### src/rtl/compound_dispatcher.sv
// compound_dispatcher: folds input values into running-sum records {mode,x,y},
// buffers them in a FIFO and hands each one to N_CH blocking output channels
// (round-robin or broadcast). Every completed dispatch is mirrored on m_out.
module compound_dispatcher #(
    parameter  int X_W   = 8,
    parameter  int N_CH  = 4,
    parameter  int DEPTH = 4,
    localparam int REC_W = X_W + 2
) (
    input  logic                    clk,
    input  logic                    rst,
    input  logic [X_W-1:0]          in_sig,
    input  logic                    in_sync,
    output logic                    in_notify,
    input  logic                    cfg_bcast,
    output logic [N_CH*REC_W-1:0]   b_out,
    input  logic [N_CH-1:0]         b_out_sync,
    output logic [N_CH-1:0]         b_out_notify,
    output logic [REC_W-1:0]        m_out,
    output logic                    m_out_notify
);

    localparam int AW    = $clog2(DEPTH);
    localparam int CW    = AW + 1;
    localparam int PTR_W = (N_CH > 1) ? $clog2(N_CH) : 1;

    typedef enum logic {
        SEC_A,
        SEC_B
    } section_t;

    section_t               section, section_n;
    logic [X_W-1:0]         acc;
    logic [X_W:0]           sum;
    logic [REC_W-1:0]       new_rec;
    logic [REC_W-1:0]       mem [DEPTH];
    logic [AW-1:0]          wr_ptr, rd_ptr;
    logic [CW-1:0]          count;
    logic                   full, empty, push, pop;
    logic [PTR_W-1:0]       rr_ptr, rr_n;
    logic                   bcast, bcast_n;
    logic [REC_W-1:0]       cur_rec, cur_n;
    logic [N_CH*REC_W-1:0]  b_out_n;
    logic [N_CH-1:0]        notify_n;
    logic [REC_W-1:0]       m_out_n;
    logic                   m_pulse_n;

    // x is the low X_W bits of the sum, y its carry; mode follows x[0]
    assign sum       = {1'b0, acc} + {1'b0, in_sig};
    assign new_rec   = {sum[0], sum[X_W-1:0], sum[X_W]};
    assign full      = (count == CW'(DEPTH));
    assign empty     = (count == '0);
    assign in_notify = !full;
    assign push      = in_sync && !full;
    assign pop       = (section == SEC_A) && !empty;

    // Record storage; contents need no reset because count gates every read
    always_ff @(posedge clk) begin
        if (push) begin
            mem[wr_ptr] <= new_rec;
        end
    end

    // FIFO pointers, occupancy and running accumulator
    always_ff @(posedge clk or posedge rst) begin
        if (rst) begin
            wr_ptr <= '0;
            rd_ptr <= '0;
            count  <= '0;
            acc    <= '0;
        end else begin
            if (push) begin
                wr_ptr <= wr_ptr + 1'b1;
                acc    <= sum[X_W-1:0];
            end
            if (pop) begin
                rd_ptr <= rd_ptr + 1'b1;
            end
            case ({push, pop})
                2'b10:   count <= count + 1'b1;
                2'b01:   count <= count - 1'b1;
                default: count <= count;
            endcase
        end
    end

    // Dispatch state and output registers
    always_ff @(posedge clk or posedge rst) begin
        if (rst) begin
            section      <= SEC_A;
            rr_ptr       <= '0;
            bcast        <= 1'b0;
            cur_rec      <= '0;
            b_out        <= '0;
            b_out_notify <= '0;
            m_out        <= '0;
            m_out_notify <= 1'b0;
        end else begin
            section      <= section_n;
            rr_ptr       <= rr_n;
            bcast        <= bcast_n;
            cur_rec      <= cur_n;
            b_out        <= b_out_n;
            b_out_notify <= notify_n;
            m_out        <= m_out_n;
            m_out_notify <= m_pulse_n;
        end
    end

    // Load a record into the selected channel(s), then wait for every channel to take it
    always_comb begin
        section_n = section;
        rr_n      = rr_ptr;
        bcast_n   = bcast;
        cur_n     = cur_rec;
        b_out_n   = b_out;
        notify_n  = b_out_notify;
        m_out_n   = m_out;
        m_pulse_n = 1'b0;
        case (section)
            SEC_A: begin
                if (!empty) begin
                    cur_n   = mem[rd_ptr];
                    bcast_n = cfg_bcast;
                    for (int unsigned k = 0; k < N_CH; k++) begin
                        if (cfg_bcast || (PTR_W'(k) == rr_ptr)) begin
                            b_out_n[k*REC_W +: REC_W] = mem[rd_ptr];
                            notify_n[k]               = 1'b1;
                        end
                    end
                    section_n = SEC_B;
                end
            end
            SEC_B: begin
                notify_n = b_out_notify & ~b_out_sync;
                if (notify_n == '0) begin
                    m_out_n   = cur_rec;
                    m_pulse_n = 1'b1;
                    if (!bcast) begin
                        rr_n = (rr_ptr == PTR_W'(N_CH - 1)) ? '0 : rr_ptr + 1'b1;
                    end
                    section_n = SEC_A;
                end
            end
            default: section_n = SEC_A;
        endcase
    end

endmodule

### config.mk
export PLATFORM = sky130hd
export DESIGN_NAME = compound_dispatcher
export DESIGN_NICKNAME = d
export VERILOG_FILES = /design/src/rtl/compound_dispatcher.sv
export SDC_FILE = /design/constraint.sdc
export NUM_CORES = 1
export LEC_CHECK = 0
export ABC_AREA = 0
export CORE_MARGIN = 5
export CORE_UTILIZATION = 50
export DETAILED_ROUTE_END_ITERATION = 7
export MAX_ROUTING_LAYER = met4
export PLACE_DENSITY_LB_ADDON = 0.2
export SYNTH_ARGS = -nofsm -noshare
export SYNTH_HDL_FRONTEND = slang
export SYNTH_SLANG_ARGS = --single-unit
### constraint.sdc
create_clock -name clk -period 5.48 [get_ports clk]
set_input_delay 1.644 -clock clk [delete_from_list [all_inputs] [get_ports clk]]
set_output_delay 1.644 -clock clk [all_outputs]
set_load 0.05 [all_outputs]
; ---- Yosys cells after proc, flatten, opt, wreduce, memory -nomap -nowiden
; Memories as Yosys holds them, arrays and structs flattened.
; Cells that the tools add are included.
; Widths: inputs -> output; s select.
[totals]
output_inout_bits = 56
ram_bits = 40
memories = 1
rom_bits = 0
latchBits = 0
ff_bits = 84
elab_cells = 80
[classes]
shifts = 0
eq_ne = 12
n_bitwise = 5
n_reduce_logical = 23
addsub = 6
mul = 0
div = 0
muxes = 15
order_cmp = 0
[mem_list]
columns = name, depth, width, rd, rd_clocked_by_memory_dff, write_ports, line_no
row1 = mem, 4, 10, 1, 0, 1, 36  ; logic [REC_W-1:0] mem [DEPTH];
[ops]
columns = cell, n
row1 = $reduce_and 3->1, 5
row2 = $reduce_and 2->1, 6
row3 = $mux 1, 10
row4 = $add 8x8->9, 1
row5 = $ne 2x1->1 const B, 4
row6 = $pmux 4 s2, 1
row7 = $add 2x1->2 const B, 3
row8 = $pmux 3 s2, 1
row9 = $and 4x4->4, 1
row10 = $eq 2x2->1 const A, 2
row11 = $eq 2x2->1 const B, 2
row12 = $logic_not 4->1, 1
row13 = $logic_or 1x1->1, 4
row14 = $mux 4, 1
row15 = $not 4->4, 1
row16 = $add 3x1->3 const B, 1
row17 = $eq 3x3->1 const B, 1
row18 = $logic_not 3->1, 1
row19 = $not 1->1, 3
row20 = $sub 3x1->3 const B, 1
row21 = $eq 1x2->1 const A, 1
row22 = $eq 2x1->1 const B, 1
row23 = $logic_and 1x1->1, 2
row24 = $logic_not 1->1, 2
row25 = other kinds (5), 5

; ---- Depth between registers and ports, before layout
; Gate-level depths: netlist of the first run.
[logic_depth]
depth_word = 5
mapped_depth = 9

; ---- Least setup slack after synthesis of the first run
; Ideal clock, no wire load.
[synth_path]
path_type = input-to-reg
from = input in_sig[0]
to = register acc[6]
path_buffers = 0
arrival_time_ps = 3085
required_time_ps = 5349
cell_stages = 6
setup_ps = 131
path_slack_ps = 2264
cell_sequence = ha_1 > fa_1 > a211oi_1 > o21bai_1 > nor4bb_1 > or3_1
[synth_via]
elab_chain_cells = 1
[synth_rtl]
columns = item, line_no
row1 = start: declaration, 12  ; input logic [X_W-1:0] in_sig,
row2 = $add 8x8->9, 49  ; assign sum = {1'b0, acc} + {1'b0, in_sig};
row3 = end signal: assignment, 74  ; acc <= sum[X_W-1:0];
row4 = end: declaration, 33  ; logic [X_W-1:0] acc;
; No other way between the ends.
; A chain may end at the register's enable or synchronous reset.

; ---- Final worst setup path of the first run
[layout_path]
from = register count[0]
to = output in_notify
[layout_via]
elab_chain_cells = 2
[layout_rtl]
columns = item, line_no
row1 = start: declaration, 38  ; logic [CW-1:0] count;
row2 = start signal: assignment, 80  ; 2'b10: count <= count + 1'b1;
row3 = start signal: assignment, 81  ; 2'b01: count <= count - 1'b1;
row4 = start signal: assignment, 82  ; default: count <= count;
row5 = $eq 3x3->1, 51  ; assign full = (count == CW'(DEPTH));
row6 = $logic_not 1->1, 53  ; assign in_notify = !full;
row7 = end: declaration, 14  ; output logic in_notify,
; No other way between the ends.

==> results of run 1 <==
[state kept, by name, indices dropped and copies added (netlist names), 2 cells and up]
register	count
acc	8
b_out	36
b_out_notify	4
count	3
cur_rec	9
m_out	9
mem	36
rd_ptr	2
rr_ptr	2
wr_ptr	2
[per-stage QoR]
stage / worst slack (ns) / instances / hold WS (ns) / area (µm²)
after global routing: 1.470 / 535 / 0.5195 / 6416
final: 1.564 / 535 / 0.5061 / 6416
after CTS: 1.537 / 535 / 0.5055 / 6416
after global placement: 1.581 / 503 / 0.4713 / 5816
after floorplan: 1.841 / 316 / 0.4526 / 5059
after detailed placement: 1.510 / 503 / 0.4905 / 5816
[layout make-up]
type,instances,area [µm²]
sequential,114,3033
fill,723,3403
clock inverter,13,147.6
tap,133,166.4
multi-input combinational,176,1867
timing repair buffer,72,718.2
inverter,8,31.28
clock buffer,19,452.9
[cell families (layout without fill, tap and decap cells)]
| logic type | count (synthesis) | in the layout | share of synthesized area |
|---|---|---|---|
| XOR/XNOR | 11 | 11 | 0.01905 |
| flip-flops | 114 | 114 | 0.5996 |
| AND/OR/NAND/NOR | 43 | 43 | 0.05219 |
| adder cells (fa/ha/maj) | 19 | 19 | 0.04996 |
| buffers and inverters | 26 | 112 | 0.03141 |
| multiplexers | 74 | 74 | 0.2115 |
| AO/OA/AOI/OAI | 29 | 29 | 0.03636 |
[how the worst max path moves through the flow]
stage	from	end	depth (start not counted)
floorplan	rst	acc[0]$_DFFE_PP0P_	1
global placement	in_sync	count[2]$_DFFE_PP0P_	7
detailed placement	in_sync	count[2]$_DFFE_PP0P_	7
CTS	count[0]$_DFFE_PP0P_	in_notify	2
global route	count[0]$_DFFE_PP0P_	in_notify	2
finish	count[0]$_DFFE_PP0P_	in_notify	2
[per-layer routing]
layer	GRT usage	wire [µm]	vias up	share of wire
li1	-	-	1310	-
met1	0.2268	4563	1428	0.48
met2	0.2557	4486	75	0.47
met3	0.05525	420	9	0.044
met4	0.06158	103	0	0.011
met5	-	0	-	0
[worst max-delay path, delay by kind of cell (launching register included)]
kind	cells	cell delay, ns
buf+inv	1	0.77
simple gates	1	0.57
flops	1	0.43
[cell usage in the layout (no fill, tap or decap), drive strengths merged, types with 3 or more instances in the layout]
cell,synthesis,layout
dfrtp,78,78
clkdlybuf4s50,0,71
mux2,65,65
edfxtp,36,36
clkbuf,4,19
ha,17,17
inv,8,12
a21oi,11,11
mux4,9,9
nor2,9,9
xnor2,8,8
nand2,7,7
and3,5,5
a21o,4,4
clkinv,0,4
xor2,3,3
o21ai,3,3
nand4b,3,3
nand4,3,3
clkinvlp,0,3
[cell usage after synthesis, types with 3 or more instances]
master    count
buf_2         4
and3_1        5
xor2_1        3
edfxtp_1     36
buf_6         5
xnor2_1       8
nor2_1        9
a21o_1        4
mux4_2        9
nand2_1       7
buf_4         5
inv_1         8
dfrtp_1      78
o21ai_0       3
a21oi_1      11
mux2_4       36
ha_1         17
mux2_2       29
clkbuf_1      4
nand4b_1      3
nand4_1       3
==> metrics.txt, run 1 <==
Slew Viols, Final 0; Max Freq between 200 and 300 MHz; worst min path class reg -> reg; initial antenna violation count 0; Worst Path Max Fanout 12; Worst-path clk slew about 0.060 ns; Reg2Reg Launch Point count[0]$_DFFE_PP0P_; Post-synth EDFFs 36; post-CTS setup repair buffer count 0; Net Count, Synth approximately 350; worst r2r path cells 5; post-CTS sizing 0; grt total ovfl 0; detailed placer's ending HPWL roughly 6500 µm; Starting Density 0.5152; CTS buffer count 17; Setup crit start kind flip-flop; ranking of synthesized cells by area dfrtp_1, edfxtp_1, mux2_4; H-Tree Depth 4; Setup-failing EPs final 0; Final GP Congestion 0.8113; Critical Path RT 3.84 ns; max cap viols 0; final wirelength ~9600 µm; hold path cells 2; largest stage delay on the critical path around 0.77 ns; Die Footprint around 12000 µm²; worst hold path endpoint acc[7]$_DFFE_PP0P_; ys async rst share 0.6842; share of the synthesized area in the top cell type 0.3859; crit path capture type primary output; fraction of layout cells with a size suffix above 1 0.2861; clk buf depth 2; post-synth design cell area about 5000 µm²; Synth Warn # 0; critical hold path startpoint acc[7]$_DFFE_PP0P_; Synth area leader dfrtp_1; Post-Syn Area per Cell roughly 16 µm²; 1st-iter DRT viols between 100 and 150; Final Util 0.6534; cell chain of the critical path or3b_1 -> clkdlybuf4s50_1; CP Class reg -> out; GRT Util Overall 0.1732; area grow syn2layout 26.84%; DIE WIDTH ~110 µm; Yosys reg bits approximately 110; Rel. slew slack 0.2590; run status finished clean; global-route wire length before repair 16150 µm; # rows 36; drt wl/cell 17.89 µm; Pre-antenna DRT Iters 4; I/O pins 72; final setup skew slightly below 0.01 ns; clk root buf clkbuf_8; Final ANT Viol Nets 0; Arrival @ worst endpoint 2.27 ns; RSZ-0062 raised after global routing false; Die Y between 100 and 150 µm; commonest register cell after synthesis dfrtp_1; Final Critical Period about 3.9 ns; vias in the first global route approximately 3000; vias 2822; Seq/Total Area, Yosys 0.5996; Mapped Cells around 320; CTS tree built; DR DRC count 0; fin crit share 0.7146; FF-to-FF setup slack a little under 3 ns; diodes inserted 0; port bufs between 70 and 80; library cells used by synthesis 42; DR vias/cell 5.275; clk_lat worst skew between 0.5 and 0.6 ns; Fin. Hold Viols 0; Slew @ Worst Pin 1.107 ns; CP max-delay cell clkdlybuf4s50_1; nets@finish around 420; largest net degree at the start of global routing 47; Setup Total Neg Slack 0 ns; Core ar. slightly below 10000 µm²; clk sinks ~110; Critical R2R Capture count[1]$_DFFE_PP0P_; hold_buf cts 0
Power of run 1 is not shown: default switching activity piles up to over one toggle a cycle in this logic, so the estimate is an artifact.
==> inputs of run 2 (changes only) <==
--- a/config.mk
+++ b/config.mk
@@ -7,7 +7,7 @@
 export LEC_CHECK = 0
 export ABC_AREA = 0
 export CORE_MARGIN = 5
-export CORE_UTILIZATION = 50
+export CORE_UTILIZATION = 49
 export DETAILED_ROUTE_END_ITERATION = 7
 export MAX_ROUTING_LAYER = met4
 export PLACE_DENSITY_LB_ADDON = 0.2
==> constraint.sdc (replaced) <==
create_clock -name clk -period 3.55 [get_ports clk]
set_input_delay 1.065 -clock clk [delete_from_list [all_inputs] [get_ports clk]]
set_output_delay 1.065 -clock clk [all_outputs]
set_load 0.05 [all_outputs]
==> metrics.txt, run 2 (synthesis results as in run 1) <==
run status finished clean; hold_buf cts 0; largest net degree at the start of global routing 64; met2 Resource Use GR 0.2573; Reg2Reg Launch Point count[0]$_DFFE_PP0P_; area grow syn2layout 27.03%; placed insts a little over 500; Worst Path Max Fanout 12; Setup-failing EPs final 0; Worst setup startpoint count[0]$_DFFE_PP0P_; most common cell after layout, fill and taps aside dfrtp_1; met1 Use GR 0.2044; I/O pins a little over 70; Slew Viols, Final 0; clk_lat worst skew ~0.52 ns; initial antenna violation count 0; fin crit share 0.9537; Slew @ Worst Pin between 0.7 and 0.8 ns; global-route wire length before repair around 16000 µm; Die Footprint approximately 12000 µm²; Pre-antenna DRT Iters 4; most frequent cells in the layout dfrtp_1, clkdlybuf4s50_1, mux2_4, edfxtp_1, mux2_2; post-CTS sizing 0; Post-Layout Inst Area about 6400 µm²; max cap viols 0; Final ANT Viol Nets 0; Setup crit start kind flip-flop; RSZ-0062 raised after global routing false; Rel. slew slack 0.5201; clk buf depth 2; final wirelength about 9400 µm; diodes inserted 0; Die Y 111.6 µm; fraction of layout cells with a size suffix above 1 0.2840; CTS tree built; met3 GRT Util 0.04891; post-CTS setup repair buffer count 0; Final GP Congestion about 0.85; crit path capture type primary output; 1st-iter DRT viols 89; vias in the first global route about 3100; critical hold path startpoint acc[5]$_DFFE_PP0P_; Starting Density 0.4967; Fin. Hold Viols 0; drt wl/cell around 17 µm; Largest regs b_out (36), mem (36); Final Critical Period approximately 3.4 ns; vias roughly 2900; DR vias/cell between 5 and 6; Post-Layout Cell Count ~540; grt total ovfl 0; Worst-path clk slew around 0.060 ns; final setup skew around 0.012 ns; # rows 37; FF-to-FF setup slack around 1.3 ns; DIE WIDTH roughly 110 µm; GRT Util Overall 0.1669; Max Freq 295.4 MHz; detailed placer's ending HPWL between 6000 and 7000 µm; nets@finish around 430; Arrival @ worst endpoint around 2.3 ns; Core ar. between 10000 and 15000 µm²; Setup Total Neg Slack 0 ns; clk root buf clkbuf_8; H-Tree Depth 4; port bufs slightly above 70; CTS buffer count 17; worst min path class reg -> reg; clk sinks 114; GRT busiest layer met2; worst hold-check slack 0.4942 ns; DP Area roughly 6000 µm²; DR DRC count 0; CP Class reg -> out; Critical Path RT around 2.5 ns
run 2: changes by cell type in the layout (fill, tap and decap cells not counted), sizes merged:
| cell | previous run | this run |
|---|---|---|
| bufinv | 2 | 1 |
| clkinv | 4 | 5 |
| inv | 12 | 10 |
| buf | 1 | 4 |
| clkinvlp | 3 | 0 |
| clkbuf | 19 | 24 |
run 2: path summary, 6_finish.rpt:
check | to | depth (start not counted)
max in group asynchronous | rd_ptr[1]$_DFFE_PP0P_ | 3
hold reg to reg | acc[5]$_DFFE_PP0P_ | 2
min in group asynchronous | count[2]$_DFFE_PP0P_ | 2
setup reg to reg | count[1]$_DFFE_PP0P_ | 5
setup / recovery | in_notify | 2
hold / removal | acc[5]$_DFFE_PP0P_ | 2
run 2: worst max-delay path, cell delays in order, from the launching register on:
cell,delay (ns)
dfrtp_1,0.43
or3b_1,0.59
clkdlybuf4s50_1,0.78
run 2: final cells by class:
| type | instances | area [µm²] |
|---|---|---|
| clock inverter | 8 | 68.82 |
| timing repair buffer | 75 | 753.2 |
| sequential | 114 | 3033 |
| inverter | 8 | 31.28 |
| multi-input combinational | 176 | 1867 |
| fill | 766 | 3759 |
| clock buffer | 24 | 503.0 |
| tap | 136 | 170.2 |
run 2: per-stage QoR:
step | worst slack (ns) | utilization
6_report | 0.1643 | 0.6310
5_1_grt | 0.08472 | 0.6310
4_1_cts | 0.1466 | 0.6310
3_5_place_dp | 0.3649 | 0.5748
3_3_place_gp | 0.3835 | 0.5748
2_1_floorplan | 0.4900 | -
run 2: per-layer routing:
layer / vias to the layer above / wire length, µm
met5: - / 0
met4: 0 / 198
met3: 20 / 460
met2: 89 / 4434
met1: 1453 / 4272
li1: 1309 / -
Power of run 2 is left out for the same reason.
==> inputs of run 3 (changes only) <==
--- a/config.mk
+++ b/config.mk
@@ -6,6 +6,7 @@
 export NUM_CORES = 1
 export LEC_CHECK = 0
 export ABC_AREA = 0
+export CORE_ASPECT_RATIO = 0.5
 export CORE_MARGIN = 5
 export CORE_UTILIZATION = 49
 export DETAILED_ROUTE_END_ITERATION = 7
==> metrics.txt, run 3 (synthesis results as in run 1) <==
run status finished clean; placed insts between 500 and 600; Starting Density 0.4984; Reg2Reg Launch Point count[0]$_DFFE_PP0P_; port bufs between 70 and 80; final wirelength 10200 µm; worst hold-check slack around 0.49 ns; fin crit share 0.8685; Worst-path clk slew 0.05 ns; Critical R2R Capture b_out[10]$_DFFE_PP0P_; clk sinks 114; clk buf depth 2; Setup crit start kind flip-flop; CP endpoint in_notify; largest stage delay on the critical path roughly 0.73 ns; Fin. Hold Viols 0; Post-Layout Cell Count 545; Arrival @ worst endpoint roughly 2.0 ns; Final Critical Period just over 3 ns; Pre-antenna DRT Iters 4; critical hold path startpoint b_out_notify[1]$_DFFE_PP0P_; Die Footprint ~13000 µm²; final setup skew 0.01026 ns; Final Util 0.6357; H-Tree Depth 4; I/O pins between 70 and 80; # rows 26; vias roughly 2800; Worst setup startpoint count[0]$_DFFE_PP0P_; hold_buf cts 0; worst min path class reg -> reg; Setup Total Neg Slack 0 ns; drt wl/cell roughly 19 µm; CTS tree built; global-route wire length before repair 16580 µm; clk root buf clkbuf_16; Critical Path RT between 2 and 2.5 ns; largest net degree at the start of global routing between 70 and 80; post-CTS setup repair buffer count 0; Worst Path Max Fanout 4; detailed placer's ending HPWL just under 7000 µm; Largest regs b_out (36), mem (36); worst r2r path cells 4; post-CTS sizing 0; grt total ovfl 0; area grow syn2layout 27.55%; most frequent cells in the layout dfrtp_1, clkdlybuf4s50_1, mux2_4, edfxtp_1, mux2_2; Final GP Congestion just under 0.8; DIE WIDTH approximately 150 µm; vias in the first global route around 3000; 1st-iter DRT viols 112; Slew Viols, Final 0; DR DRC count 0; max cap viols 0; GRT Util Overall 0.1796; Final ANT Viol Nets 0; Rel. slew slack 0.5057; nets@finish roughly 430; CP Class reg -> out; Max Freq roughly 320 MHz; cell chain of the critical path or3b_1 -> clkdlybuf4s50_1; Die Y 81.85 µm; crit path capture type primary output; DR vias/cell between 5 and 6; initial antenna violation count 0; clk_lat worst skew around 0.4 ns; Core ar. 10150 µm²; Slew @ Worst Pin roughly 0.74 ns; Setup-failing EPs final 0; CP max-delay cell clkdlybuf4s50_1; most common cell after layout, fill and taps aside dfrtp_1; CTS buffer count 17; RSZ-0062 raised after global routing false; FF-to-FF setup slack 1.27 ns; diodes inserted 0; fraction of layout cells with a size suffix above 1 0.2864
[run 3: worst min path at each step]
stage / end / slack, ns / cells after the start
3_3_place_gp: acc[5]$_DFFE_PP0P_ / 0.47 / 2
6_report: b_out_notify[1]$_DFFE_PP0P_ / 0.49 / 1
4_1_cts: b_out_notify[1]$_DFFE_PP0P_ / 0.50 / 1
2_1_floorplan: acc[7]$_DFFE_PP0P_ / 0.45 / 2
3_5_place_dp: b_out_notify[1]$_DFFE_PP0P_ / 0.48 / 1
5_1_grt: b_out[24]$_DFFE_PP0P_ / 0.52 / 1
[run 3: metrics by stage]
stage          worst slack (ns)  area (µm²)
2_1_floorplan            0.4900        5059
3_3_place_gp             0.3908        5858
3_5_place_dp             0.3508        5858
4_1_cts                  0.4403        6452
5_1_grt                  0.4003        6452
6_report                 0.4669        6452
[run 3: critical path: cells and delay by family, from the launching register on]
kind / cells / cell delay [ns]
buf+inv: 1 / 0.73
flops: 1 / 0.43
simple gates: 1 / 0.45
[run 3: cell type report]
cell class,instances,area (µm²)
Clock inverter,8,70.07
Clock buffer,24,524.3
Timing Repair Buffer,75,753.2
Inverter,8,30.03
Tap cell,140,175.2
Multi-Input combinational cell,176,1867
Sequential cell,114,3033
Fill cell,715,3697
[run 3: routing by layer]
layer / vias up / share of wire / GRT usage
met1: 1451 / 0.47 / 0.2293
li1: 1310 / - / -
met5: - / 0 / -
met4: 0 / 0.0074 / 0.05110
met2: 63 / 0.48 / 0.2838
met3: 7 / 0.046 / 0.05421
Power of run 3 is left out for the same reason.
